<file path="src/rtl/dbscan_pkg.sv">
`default_nettype none
// ============================================================================
// Package     : dbscan_pkg
// Description : Shared constants for the DBSCAN point store: FSM state
//               encoding and the reserved "unclassified" label value.
// Revision    : 1.0 - initial release
// ============================================================================
package dbscan_pkg;

  // FSM state encoding shared by the store and anything that decodes it
  localparam int unsigned STATE_W = 2;
  localparam logic [STATE_W-1:0] IDLE  = 2'd0;
  localparam logic [STATE_W-1:0] CLEAR = 2'd1;
  localparam logic [STATE_W-1:0] LOAD  = 2'd2;
  localparam logic [STATE_W-1:0] READY = 2'd3;

  // Label value meaning "not yet assigned to a cluster"
  localparam int unsigned LABEL_UNCLASSIFIED = 0;

endpackage : dbscan_pkg
`default_nettype wire

</file>
<file path="src/rtl/dbscan_point_store_if.sv">
`default_nettype none
// ============================================================================
// Interface   : dbscan_point_store_if
// Description : Control, point-stream, read-port and label-write bundle of
//               the DBSCAN point store. slave = store side, master = user.
// Revision    : 1.0 - initial release
// ============================================================================
interface dbscan_point_store_if #(
  parameter int N  = 16,
  parameter int CW = 8,
  parameter int LW = 4,
  parameter int AW = $clog2(N)
);

  // control
  logic          load_start;
  logic          rescan;
  // point stream
  logic          in_valid;
  logic          in_ready;
  logic [CW-1:0] in_x;
  logic [CW-1:0] in_y;
  logic [CW-1:0] in_z;
  logic          in_last;
  // status
  logic [AW:0]   count;
  logic          busy;
  logic          ready;
  logic          overflow;
  // read ports
  logic [AW-1:0] raddr_i;
  logic [AW-1:0] raddr_j;
  logic [CW-1:0] xi, yi, zi;
  logic [CW-1:0] xj, yj, zj;
  logic [LW-1:0] li, lj;
  logic          core_i, core_j;
  logic          vld_i, vld_j;
  // label/core write port
  logic          we_label;
  logic          we_core;
  logic [AW-1:0] waddr;
  logic [LW-1:0] wlabel;
  logic          wcore;

  modport slave (
    input  load_start, rescan,
    input  in_valid, in_x, in_y, in_z, in_last,
    output in_ready,
    output count, busy, ready, overflow,
    input  raddr_i, raddr_j,
    output xi, yi, zi, xj, yj, zj, li, lj, core_i, core_j, vld_i, vld_j,
    input  we_label, we_core, waddr, wlabel, wcore
  );

  modport master (
    output load_start, rescan,
    output in_valid, in_x, in_y, in_z, in_last,
    input  in_ready,
    input  count, busy, ready, overflow,
    output raddr_i, raddr_j,
    input  xi, yi, zi, xj, yj, zj, li, lj, core_i, core_j, vld_i, vld_j,
    output we_label, we_core, waddr, wlabel, wcore
  );

endinterface : dbscan_point_store_if
`default_nettype wire

</file>
<file path="src/rtl/dbscan_label_ram.sv">
`default_nettype none
// ============================================================================
// Module      : dbscan_label_ram
// Description : N x (label + core) register array. One write port with
//               independent label/core enables, two registered read ports
//               with write-first forwarding; a read whose valid is low
//               registers zeros.
// Revision    : 1.0 - initial release
// ============================================================================
module dbscan_label_ram #(
  parameter int N  = 16,
  parameter int LW = 4,
  parameter int AW = $clog2(N)
) (
  input  wire logic          clk,
  input  wire logic          rst_n,
  input  wire logic          i_we_label,
  input  wire logic          i_we_core,
  input  wire logic [AW-1:0] i_waddr,
  input  wire logic [LW-1:0] i_wlabel,
  input  wire logic          i_wcore,
  input  wire logic [AW-1:0] i_raddr_i,
  input  wire logic [AW-1:0] i_raddr_j,
  input  wire logic          i_rvld_i,
  input  wire logic          i_rvld_j,
  output logic      [LW-1:0] o_li,
  output logic      [LW-1:0] o_lj,
  output logic               o_core_i,
  output logic               o_core_j
);

  logic [LW-1:0] r_label [N];
  logic          r_core  [N];

  logic [LW-1:0] w_li, w_lj;
  logic          w_ci, w_cj;

  // Array storage: label and core fields are written independently
  always_ff @(posedge clk) begin
    if (i_we_label) r_label[i_waddr] <= i_wlabel;
    if (i_we_core)  r_core[i_waddr]  <= i_wcore;
  end

  // Write-first forwarding: a same-cycle write to the read address wins
  always_comb begin
    w_li = r_label[i_raddr_i];
    w_lj = r_label[i_raddr_j];
    w_ci = r_core[i_raddr_i];
    w_cj = r_core[i_raddr_j];
    if (i_we_label && (i_waddr == i_raddr_i)) w_li = i_wlabel;
    if (i_we_label && (i_waddr == i_raddr_j)) w_lj = i_wlabel;
    if (i_we_core  && (i_waddr == i_raddr_i)) w_ci = i_wcore;
    if (i_we_core  && (i_waddr == i_raddr_j)) w_cj = i_wcore;
  end

  // Registered read outputs, zeroed when the address is beyond count
  always_ff @(posedge clk or negedge rst_n) begin
    if (!rst_n) begin
      o_li     <= '0;
      o_lj     <= '0;
      o_core_i <= 1'b0;
      o_core_j <= 1'b0;
    end else begin
      o_li     <= i_rvld_i ? w_li : '0;
      o_lj     <= i_rvld_j ? w_lj : '0;
      o_core_i <= i_rvld_i & w_ci;
      o_core_j <= i_rvld_j & w_cj;
    end
  end

endmodule : dbscan_label_ram
`default_nettype wire

</file>
<file path="src/rtl/dbscan_point_store.sv">
`default_nettype none
// ============================================================================
// Module      : dbscan_point_store
// Description : Point store for the DBSCAN core. Loads up to N 3-D points
//               from a valid/ready stream, serves two registered read ports
//               and clears labels/core flags with an N-cycle sweep.
// Revision    : 1.0 - initial release
// ============================================================================
module dbscan_point_store
  import dbscan_pkg::*;
#(
  parameter int N  = 16,
  parameter int CW = 8,
  parameter int LW = 4,
  parameter int AW = $clog2(N)
) (
  input wire logic           clk,
  input wire logic           rst_n,
  dbscan_point_store_if.slave bus
);

  localparam logic [AW:0]   c_cap  = (AW+1)'(N);
  localparam logic [AW-1:0] c_last = AW'(N - 1);
  localparam logic [LW-1:0] c_lbl0 = LW'(LABEL_UNCLASSIFIED);

  logic [STATE_W-1:0] r_state;
  logic [AW:0]        r_count;
  logic               r_overflow;
  logic               r_load_after;
  logic [AW-1:0]      r_clr_ptr;

  logic [CW-1:0] r_x [N];
  logic [CW-1:0] r_y [N];
  logic [CW-1:0] r_z [N];

  logic          w_in_ready, w_hs, w_full_offer, w_ctrl, w_wr_ok;
  logic          w_vld_i, w_vld_j;
  logic          w_ram_we_label, w_ram_we_core, w_ram_wcore;
  logic [AW-1:0] w_ram_waddr;
  logic [LW-1:0] w_ram_wlabel;

  assign w_in_ready   = (r_state == LOAD) && (r_count < c_cap);
  assign w_hs         = bus.in_valid && w_in_ready;
  assign w_full_offer = (r_state == LOAD) && bus.in_valid && (r_count == c_cap);
  assign w_ctrl       = bus.load_start || bus.rescan;
  // A control pulse in READY drops any write issued in the same cycle
  assign w_wr_ok      = (r_state == READY) && !w_ctrl && ({1'b0, bus.waddr} < r_count);
  assign w_vld_i      = {1'b0, bus.raddr_i} < r_count;
  assign w_vld_j      = {1'b0, bus.raddr_j} < r_count;

  assign bus.in_ready = w_in_ready;
  assign bus.count    = r_count;
  assign bus.overflow = r_overflow;
  assign bus.busy     = (r_state == CLEAR) || (r_state == LOAD);
  assign bus.ready    = (r_state == READY);

  // Label RAM write mux: the clear sweep owns the port while in CLEAR
  always_comb begin
    w_ram_we_label = bus.we_label && w_wr_ok;
    w_ram_we_core  = bus.we_core  && w_wr_ok;
    w_ram_waddr    = bus.waddr;
    w_ram_wlabel   = bus.wlabel;
    w_ram_wcore    = bus.wcore;
    if (r_state == CLEAR) begin
      w_ram_we_label = 1'b1;
      w_ram_we_core  = 1'b1;
      w_ram_waddr    = r_clr_ptr;
      w_ram_wlabel   = c_lbl0;
      w_ram_wcore    = 1'b0;
    end
  end

  // Control FSM, point counter, overflow flag and clear pointer
  always_ff @(posedge clk or negedge rst_n) begin
    if (!rst_n) begin
      r_state      <= IDLE;
      r_count      <= '0;
      r_overflow   <= 1'b0;
      r_load_after <= 1'b0;
      r_clr_ptr    <= '0;
    end else begin
      case (r_state)
        IDLE: begin
          if (bus.load_start) begin
            r_state      <= CLEAR;
            r_count      <= '0;
            r_overflow   <= 1'b0;
            r_load_after <= 1'b1;
            r_clr_ptr    <= '0;
          end
        end
        CLEAR: begin
          if (r_clr_ptr == c_last) begin
            r_state   <= r_load_after ? LOAD : READY;
            r_clr_ptr <= '0;
          end else begin
            r_clr_ptr <= r_clr_ptr + 1'b1;
          end
        end
        LOAD: begin
          if (w_hs) begin
            r_count <= r_count + 1'b1;
            if (bus.in_last) r_state <= READY;
          end else if (w_full_offer) begin
            r_overflow <= 1'b1;
            if (bus.in_last) r_state <= READY;
          end
        end
        READY: begin
          if (bus.load_start) begin
            r_state      <= CLEAR;
            r_count      <= '0;
            r_overflow   <= 1'b0;
            r_load_after <= 1'b1;
            r_clr_ptr    <= '0;
          end else if (bus.rescan) begin
            r_state      <= CLEAR;
            r_load_after <= 1'b0;
            r_clr_ptr    <= '0;
          end
        end
        default: r_state <= IDLE;
      endcase
    end
  end

  // Coordinate storage: accepted points are appended at address count
  always_ff @(posedge clk) begin
    if (w_hs) begin
      r_x[r_count[AW-1:0]] <= bus.in_x;
      r_y[r_count[AW-1:0]] <= bus.in_y;
      r_z[r_count[AW-1:0]] <= bus.in_z;
    end
  end

  // Registered coordinate reads and valid flags for both ports
  always_ff @(posedge clk or negedge rst_n) begin
    if (!rst_n) begin
      bus.xi    <= '0;
      bus.yi    <= '0;
      bus.zi    <= '0;
      bus.xj    <= '0;
      bus.yj    <= '0;
      bus.zj    <= '0;
      bus.vld_i <= 1'b0;
      bus.vld_j <= 1'b0;
    end else begin
      bus.xi    <= w_vld_i ? r_x[bus.raddr_i] : '0;
      bus.yi    <= w_vld_i ? r_y[bus.raddr_i] : '0;
      bus.zi    <= w_vld_i ? r_z[bus.raddr_i] : '0;
      bus.xj    <= w_vld_j ? r_x[bus.raddr_j] : '0;
      bus.yj    <= w_vld_j ? r_y[bus.raddr_j] : '0;
      bus.zj    <= w_vld_j ? r_z[bus.raddr_j] : '0;
      bus.vld_i <= w_vld_i;
      bus.vld_j <= w_vld_j;
    end
  end

  dbscan_label_ram #(
    .N  (N),
    .LW (LW),
    .AW (AW)
  ) u_label_ram (
    .clk        (clk),
    .rst_n      (rst_n),
    .i_we_label (w_ram_we_label),
    .i_we_core  (w_ram_we_core),
    .i_waddr    (w_ram_waddr),
    .i_wlabel   (w_ram_wlabel),
    .i_wcore    (w_ram_wcore),
    .i_raddr_i  (bus.raddr_i),
    .i_raddr_j  (bus.raddr_j),
    .i_rvld_i   (w_vld_i),
    .i_rvld_j   (w_vld_j),
    .o_li       (bus.li),
    .o_lj       (bus.lj),
    .o_core_i   (bus.core_i),
    .o_core_j   (bus.core_j)
  );

endmodule : dbscan_point_store
`default_nettype wire

</file>
<file path="src/flat_wrapper.sv">
// flat-port wrapper written by rule: the top's interface ports become plain ports
module dbscan_point_store_flat import dbscan_pkg::*;
#(
  parameter int N  = 16,
  parameter int CW = 8,
  parameter int LW = 4,
  parameter int AW = $clog2(N)
)
  (clk, rst_n, bus_load_start, bus_rescan, bus_in_valid, bus_in_x, bus_in_y, bus_in_z, bus_in_last, bus_in_ready, bus_count, bus_busy, bus_ready, bus_overflow, bus_raddr_i, bus_raddr_j, bus_xi, bus_yi, bus_zi, bus_xj, bus_yj, bus_zj, bus_li, bus_lj, bus_core_i, bus_core_j, bus_vld_i, bus_vld_j, bus_we_label, bus_we_core, bus_waddr, bus_wlabel, bus_wcore);
  dbscan_point_store_if #(.N(N), .CW(CW), .LW(LW), .AW(AW)) bus_i ();
  input wire logic clk;
  input wire logic rst_n;
  input wire logic [$bits(bus_i.load_start)-1:0] bus_load_start;
  input wire logic [$bits(bus_i.rescan)-1:0] bus_rescan;
  input wire logic [$bits(bus_i.in_valid)-1:0] bus_in_valid;
  input wire logic [$bits(bus_i.in_x)-1:0] bus_in_x;
  input wire logic [$bits(bus_i.in_y)-1:0] bus_in_y;
  input wire logic [$bits(bus_i.in_z)-1:0] bus_in_z;
  input wire logic [$bits(bus_i.in_last)-1:0] bus_in_last;
  output wire logic [$bits(bus_i.in_ready)-1:0] bus_in_ready;
  output wire logic [$bits(bus_i.count)-1:0] bus_count;
  output wire logic [$bits(bus_i.busy)-1:0] bus_busy;
  output wire logic [$bits(bus_i.ready)-1:0] bus_ready;
  output wire logic [$bits(bus_i.overflow)-1:0] bus_overflow;
  input wire logic [$bits(bus_i.raddr_i)-1:0] bus_raddr_i;
  input wire logic [$bits(bus_i.raddr_j)-1:0] bus_raddr_j;
  output wire logic [$bits(bus_i.xi)-1:0] bus_xi;
  output wire logic [$bits(bus_i.yi)-1:0] bus_yi;
  output wire logic [$bits(bus_i.zi)-1:0] bus_zi;
  output wire logic [$bits(bus_i.xj)-1:0] bus_xj;
  output wire logic [$bits(bus_i.yj)-1:0] bus_yj;
  output wire logic [$bits(bus_i.zj)-1:0] bus_zj;
  output wire logic [$bits(bus_i.li)-1:0] bus_li;
  output wire logic [$bits(bus_i.lj)-1:0] bus_lj;
  output wire logic [$bits(bus_i.core_i)-1:0] bus_core_i;
  output wire logic [$bits(bus_i.core_j)-1:0] bus_core_j;
  output wire logic [$bits(bus_i.vld_i)-1:0] bus_vld_i;
  output wire logic [$bits(bus_i.vld_j)-1:0] bus_vld_j;
  input wire logic [$bits(bus_i.we_label)-1:0] bus_we_label;
  input wire logic [$bits(bus_i.we_core)-1:0] bus_we_core;
  input wire logic [$bits(bus_i.waddr)-1:0] bus_waddr;
  input wire logic [$bits(bus_i.wlabel)-1:0] bus_wlabel;
  input wire logic [$bits(bus_i.wcore)-1:0] bus_wcore;
  assign bus_i.load_start = bus_load_start;
  assign bus_i.rescan = bus_rescan;
  assign bus_i.in_valid = bus_in_valid;
  assign bus_i.in_x = bus_in_x;
  assign bus_i.in_y = bus_in_y;
  assign bus_i.in_z = bus_in_z;
  assign bus_i.in_last = bus_in_last;
  assign bus_in_ready = bus_i.in_ready;
  assign bus_count = bus_i.count;
  assign bus_busy = bus_i.busy;
  assign bus_ready = bus_i.ready;
  assign bus_overflow = bus_i.overflow;
  assign bus_i.raddr_i = bus_raddr_i;
  assign bus_i.raddr_j = bus_raddr_j;
  assign bus_xi = bus_i.xi;
  assign bus_yi = bus_i.yi;
  assign bus_zi = bus_i.zi;
  assign bus_xj = bus_i.xj;
  assign bus_yj = bus_i.yj;
  assign bus_zj = bus_i.zj;
  assign bus_li = bus_i.li;
  assign bus_lj = bus_i.lj;
  assign bus_core_i = bus_i.core_i;
  assign bus_core_j = bus_i.core_j;
  assign bus_vld_i = bus_i.vld_i;
  assign bus_vld_j = bus_i.vld_j;
  assign bus_i.we_label = bus_we_label;
  assign bus_i.we_core = bus_we_core;
  assign bus_i.waddr = bus_waddr;
  assign bus_i.wlabel = bus_wlabel;
  assign bus_i.wcore = bus_wcore;
  dbscan_point_store #(.N(N), .CW(CW), .LW(LW), .AW(AW)) u_core (.clk(clk), .rst_n(rst_n), .bus(bus_i));
endmodule
</file>
<file path="config.mk">
export PLATFORM = sky130hd
export DESIGN_NAME = dbscan_point_store_flat
export DESIGN_NICKNAME = d
export VERILOG_FILES = /design/src/rtl/dbscan_pkg.sv /design/src/rtl/dbscan_point_store_if.sv /design/src/rtl/dbscan_label_ram.sv /design/src/rtl/dbscan_point_store.sv /design/src/flat_wrapper.sv
export SDC_FILE = /design/constraint.sdc
export NUM_CORES = 1
export LEC_CHECK = 0
export CAP_MARGIN = 20
export CORE_ASPECT_RATIO = 0.5
export CORE_MARGIN = 4
export CORE_UTILIZATION = 50
export CTS_BUF_LIST = sky130_fd_sc_hd__clkbuf_8
export CTS_CLUSTER_SIZE = 25
export DETAILED_ROUTE_END_ITERATION = 16
export DONT_BUFFER_PORTS = 1
export GPL_ROUTABILITY_DRIVEN = 1
export HOLD_SLACK_MARGIN = 0.03
export SYNTH_ARGS = -nofsm -noshare
export SYNTH_HDL_FRONTEND = slang
export SYNTH_SLANG_ARGS = --single-unit
</file>
<file path="constraint.sdc">
create_clock -name clk -period 6.6 [get_ports clk]
set_input_delay 0.99 -clock clk [delete_from_list [all_inputs] [get_ports clk]]
set_output_delay 0.99 -clock clk [all_outputs]
set_load 0.01 [all_outputs]
</file>
==> results by group <==
Yosys
  • Number of flops mapped to enable cells by yosys: roughly 460
  • Synth Register Bits: 537
  • Netlist cell types: 42
  • Synthesized area: 24400 sq um
  • Post-synthesis sequential area ratio: 64.5%
  • Synth Warn #: 0
  • Avg Cell Area, Syn: 20.0 sq um
  • Asr flop ratio synth: roughly 14%
  • Post-Syn Instances: 1221
  • Main synth FF type: edfxtp_1
  • Syn_nets: between 1000 and 1500

Placement
  • GPL Wtd Cong: just under 0.8
  • I/O Buffers: 0
  • DPL Wire Length: 34100 um

Timing
  • Slew Viols, Final: 0
  • Unrepaired setup endpoints after global routing: false
  • Final setup viols: 0
  • Worst slew pin tran: 1060 ps
  • Final TNS setup: 0 ps
  • Tmin final: roughly 3000 ps
  • Final hold vios: 0
  • Final hold slack: between 200 and 300 ps
  • Max Clock Freq: ~320 MHz
  • Layout Skew: 20.2 ps
  • Crit share post-route: 46.8%
  • Worst slew margin: 29.4%

GRT
  • Vias in the first global route: 13400
  • Initial antenna violation count: 1
  • First-pass GRT wire length: 88600 um
  • Total track usage: 23.3%
  • Largest net degree at the start of global routing: 119
  • Grt total ovfl: 0

Route
  • Routed vias: roughly 13000
  • First DRT Iteration DRCs: 1291
  • TritonRoute pass-1 iters: 5
  • Drt total wl: 59200 um
  • DR WL/cell: 30.6 um
  • Vias per inst: 6.46
  • Residual DRC: 0
  • Final ANT Viol Nets: 0

Finish
  • Area Growth Syn to Fin: 8.54%
  • Fillers: 3602
  • Final nets: ~1300
  • Multi-input gate area: between 8000 and 9000 sq um
  • Fin util: between 50% and 60%
  • Layout cells sized above 1: between 30% and 40%
  • Sequential Area: ~16000 sq um

Worst setup path
  • CP cell instances: inv_1 > ha_1 > mux2i_1 > xnor2_1 > nor4_1 > o21ai_1 > mux2i_1 > nor2_1
  • Critical Path RT: 7090 ps
  • CP delay by family, top: adder cells
  • Crit-path max FO: 28
  • Cell depth of the worst setup path: 8
  • Crit end category: flop
  • Worst path max stage delay: around 830 ps
  • Worst-case reg-to-reg path depth: 8
  • Critical path buffer and inverter count: 1
  • Crit path DAT: 3580 ps
  • Slowest stage cell, crit path: ha_1
  • Setup CP Type: flop to flop
  • CP Launch Type: flop
  • Crit path top cell by count: mux2i_1

Clock network
  • Clock root buffer: clkbuf_8
  • Total CTS buffers: 76
  • Post-CTS sizing: 0
  • Clock Latency Late Sink: 630 ps
  • CTS tree: built
  • Clock slew at reported path FFs: 70 ps
  • Clock Sinks: between 500 and 600
  • H-Tree Depth: 3
  • CTS max path bufs: 3

Floorplanning
  • # rows: 56
  • Die ar.: 52700 sq um
  • Die width: 321 um
  • Initial Util: 51.4%
  • I/O Pins: 118
  • Core Box Area: 47600 sq um
  • Die height: 164 um

Flow run
  • # Max-Cap Violations: 0

Worst hold path
  • Hold crit path type: input port to async pin

Pwr
  • Leak pwr: around 0.0087 uW
  • VDD IR max: 0.132 mV
  • Power Density: between 200 and 300 nW/um^2

Outcome
  • Status: finished, final reports clean
## cells in the final DEF, fill, tap and decap left out, types with 3 or more instances in the layout
master	synthesis	layout
edfxtp_1	464	464
mux4_2	280	280
clkbuf_8	0	86
dfrtp_1	73	73
nor2b_1	64	64
nor2_1	63	49
inv_1	13	41
nand2_1	40	40
ha_1	20	20
a22oi_1	18	18
o21ai_0	17	17
buf_4	3	17
nor2_4	0	14
mux2i_1	14	14
nand3_1	11	11
clkinv_1	0	11
a21oi_1	10	10
nand2b_1	9	9
xnor2_1	8	8
clkinv_2	0	8
a21o_1	5	5
nor3_2	0	4
and2_1	3	3
or2_2	3	3
clkinvlp_4	0	3
## per-stage QoR
| step | setup slack (ps) | cells | area (sq um) | total power [uW] |
|---|---|---|---|---|
| floorplan | 3160 | 1221 | 24400 | 4830 |
| global placement | 3630 | 1794 | 25000 | 5010 |
| detailed placement | 3530 | 1796 | 25100 | 5040 |
| CTS | 3510 | 1933 | 26500 | 7500 |
| global route | 3200 | 1936 | 26500 | 7770 |
| finish | 3510 | 1936 | 26500 | 7450 |
## power breakdown
group / total [uW] / internal, uW / switching, uW
Sequential: 4030 / 3890 / 135
Combinational: 959 / 425 / 534
Clock: 2460 / 1190 / 1270
## repair_timing
item / 4_1_cts / 5_1_grt
setup buffers: 0 / 0
endpoints found under the hold margin: 73 / 0
hold buffers: 1 / 0
## cell usage after synthesis, types with 2 or more instances
cell type	instances	share of area, %
edfxtp_1	464	57
mux4_2	280	26
dfrtp_1	73	7.5
nor2b_1	64	1.6
nor2_1	63	0.97
nand2_1	40	0.61
clkbuf_1	38	0.58
buf_2	25	0.51
ha_1	20	1.0
a22oi_1	18	0.55
o21ai_0	17	0.35
mux2i_1	14	0.57
inv_1	13	0.20
nand3_1	11	0.23
a21oi_1	10	0.20
buf_6	9	0.41
nand2b_1	9	0.23
xnor2_1	8	0.29
a21o_1	5	0.15
buf_1	4	0.061
nor3_1	4	0.082
and2_1	3	0.077
buf_4	3	0.092
or2_2	3	0.077
a211oi_1	2	0.061
buf_8	2	0.12
o21ai_1	2	0.041
o31ai_1	2	0.061
or3_1	2	0.051
## final cells by class
class / count / area share (%)
flip-flops and latches: 537 / 59.4
multi-input cells: 590 / 31.4
clock buffers: 86 / 4.46
well taps: 638 / 3.01
clock inverters: 50 / 0.788
repair buffers: 21 / 0.773
inverters: 13 / 0.184
diodes: 1 / 0.00943
## worst paths after layout
path / start / end / slack (ps)
max: u_core.r_state[1]$_DFFE_PN0P_ / u_core.u_label_ram.o_li[2]$_DFF_PN0_ / 3510
min: rst_n / u_core.bus.zi[5]$_DFF_PN0_ / 260
max reg2reg: u_core.r_state[1]$_DFFE_PN0P_ / u_core.u_label_ram.o_li[2]$_DFF_PN0_ / 3510
min reg2reg: u_core.r_clr_ptr[3]$_DFFE_PN0P_ / u_core.r_clr_ptr[3]$_DFFE_PN0P_ / 570
max in group asynchronous: rst_n / u_core.bus.xi[3]$_DFF_PN0_ / 5950
min in group clk: bus_in_y[2] / u_core.r_y[2][2]$_DFFE_PP_ / 450
## cells by family (layout without fill, tap and decap cells)
| group | after synthesis | count (layout) | share of synthesized area (%) |
|---|---|---|---|
| flip-flops | 537 | 537 | 64.5 |
| multiplexers | 295 | 295 | 26.4 |
| AND/OR/NAND/NOR | 203 | 203 | 4.10 |
| buffers and inverters | 94 | 170 | 1.99 |
| AO/OA/AOI/OAI | 64 | 64 | 1.70 |
| adder cells (fa/ha/maj) | 20 | 20 | 1.02 |
| XOR/XNOR | 8 | 8 | 0.287 |
| other | 0 | 1 | 0 |
## layer usage
layer | track usage [%] | up-vias | share of wire [%]
li1 | - | 5138 | -
met1 | 33.0 | 6813 | 43
met2 | 37.7 | 452 | 49
met3 | 4.57 | 102 | 5.7
met4 | 6.33 | 0 | 2.3
met5 | 0 | - | 0
## sequential cells by signal, summed over array words and instances (netlist names)
signal / count
u_core.bus.count: 5
u_core.bus.overflow: 1
u_core.bus.vld_i: 1
u_core.bus.vld_j: 1
u_core.bus.xi: 8
u_core.bus.xj: 8
u_core.bus.yi: 8
u_core.bus.yj: 8
u_core.bus.zi: 8
u_core.bus.zj: 8
u_core.r_clr_ptr: 4
u_core.r_load_after: 1
u_core.r_state: 2
u_core.r_x: 128
u_core.r_y: 128
u_core.r_z: 128
u_core.u_label_ram.o_core_i: 1
u_core.u_label_ram.o_core_j: 1
u_core.u_label_ram.o_li: 4
u_core.u_label_ram.o_lj: 4
u_core.u_label_ram.r_core: 16
u_core.u_label_ram.r_label: 64
## worst reg2reg max path, delay by kind of cell (launching register included)
family / cells / cell delay (ps)
muxes: 2 / 820
buffers and inverters: 1 / 130
xor gates and xnor gates: 1 / 110
and+or+nand+nor: 2 / 330
AOI/OAI and AO/OA: 1 / 310
adders and majority gates: 1 / 830
DFF: 1 / 430
(Power assumes the default switching activity.)
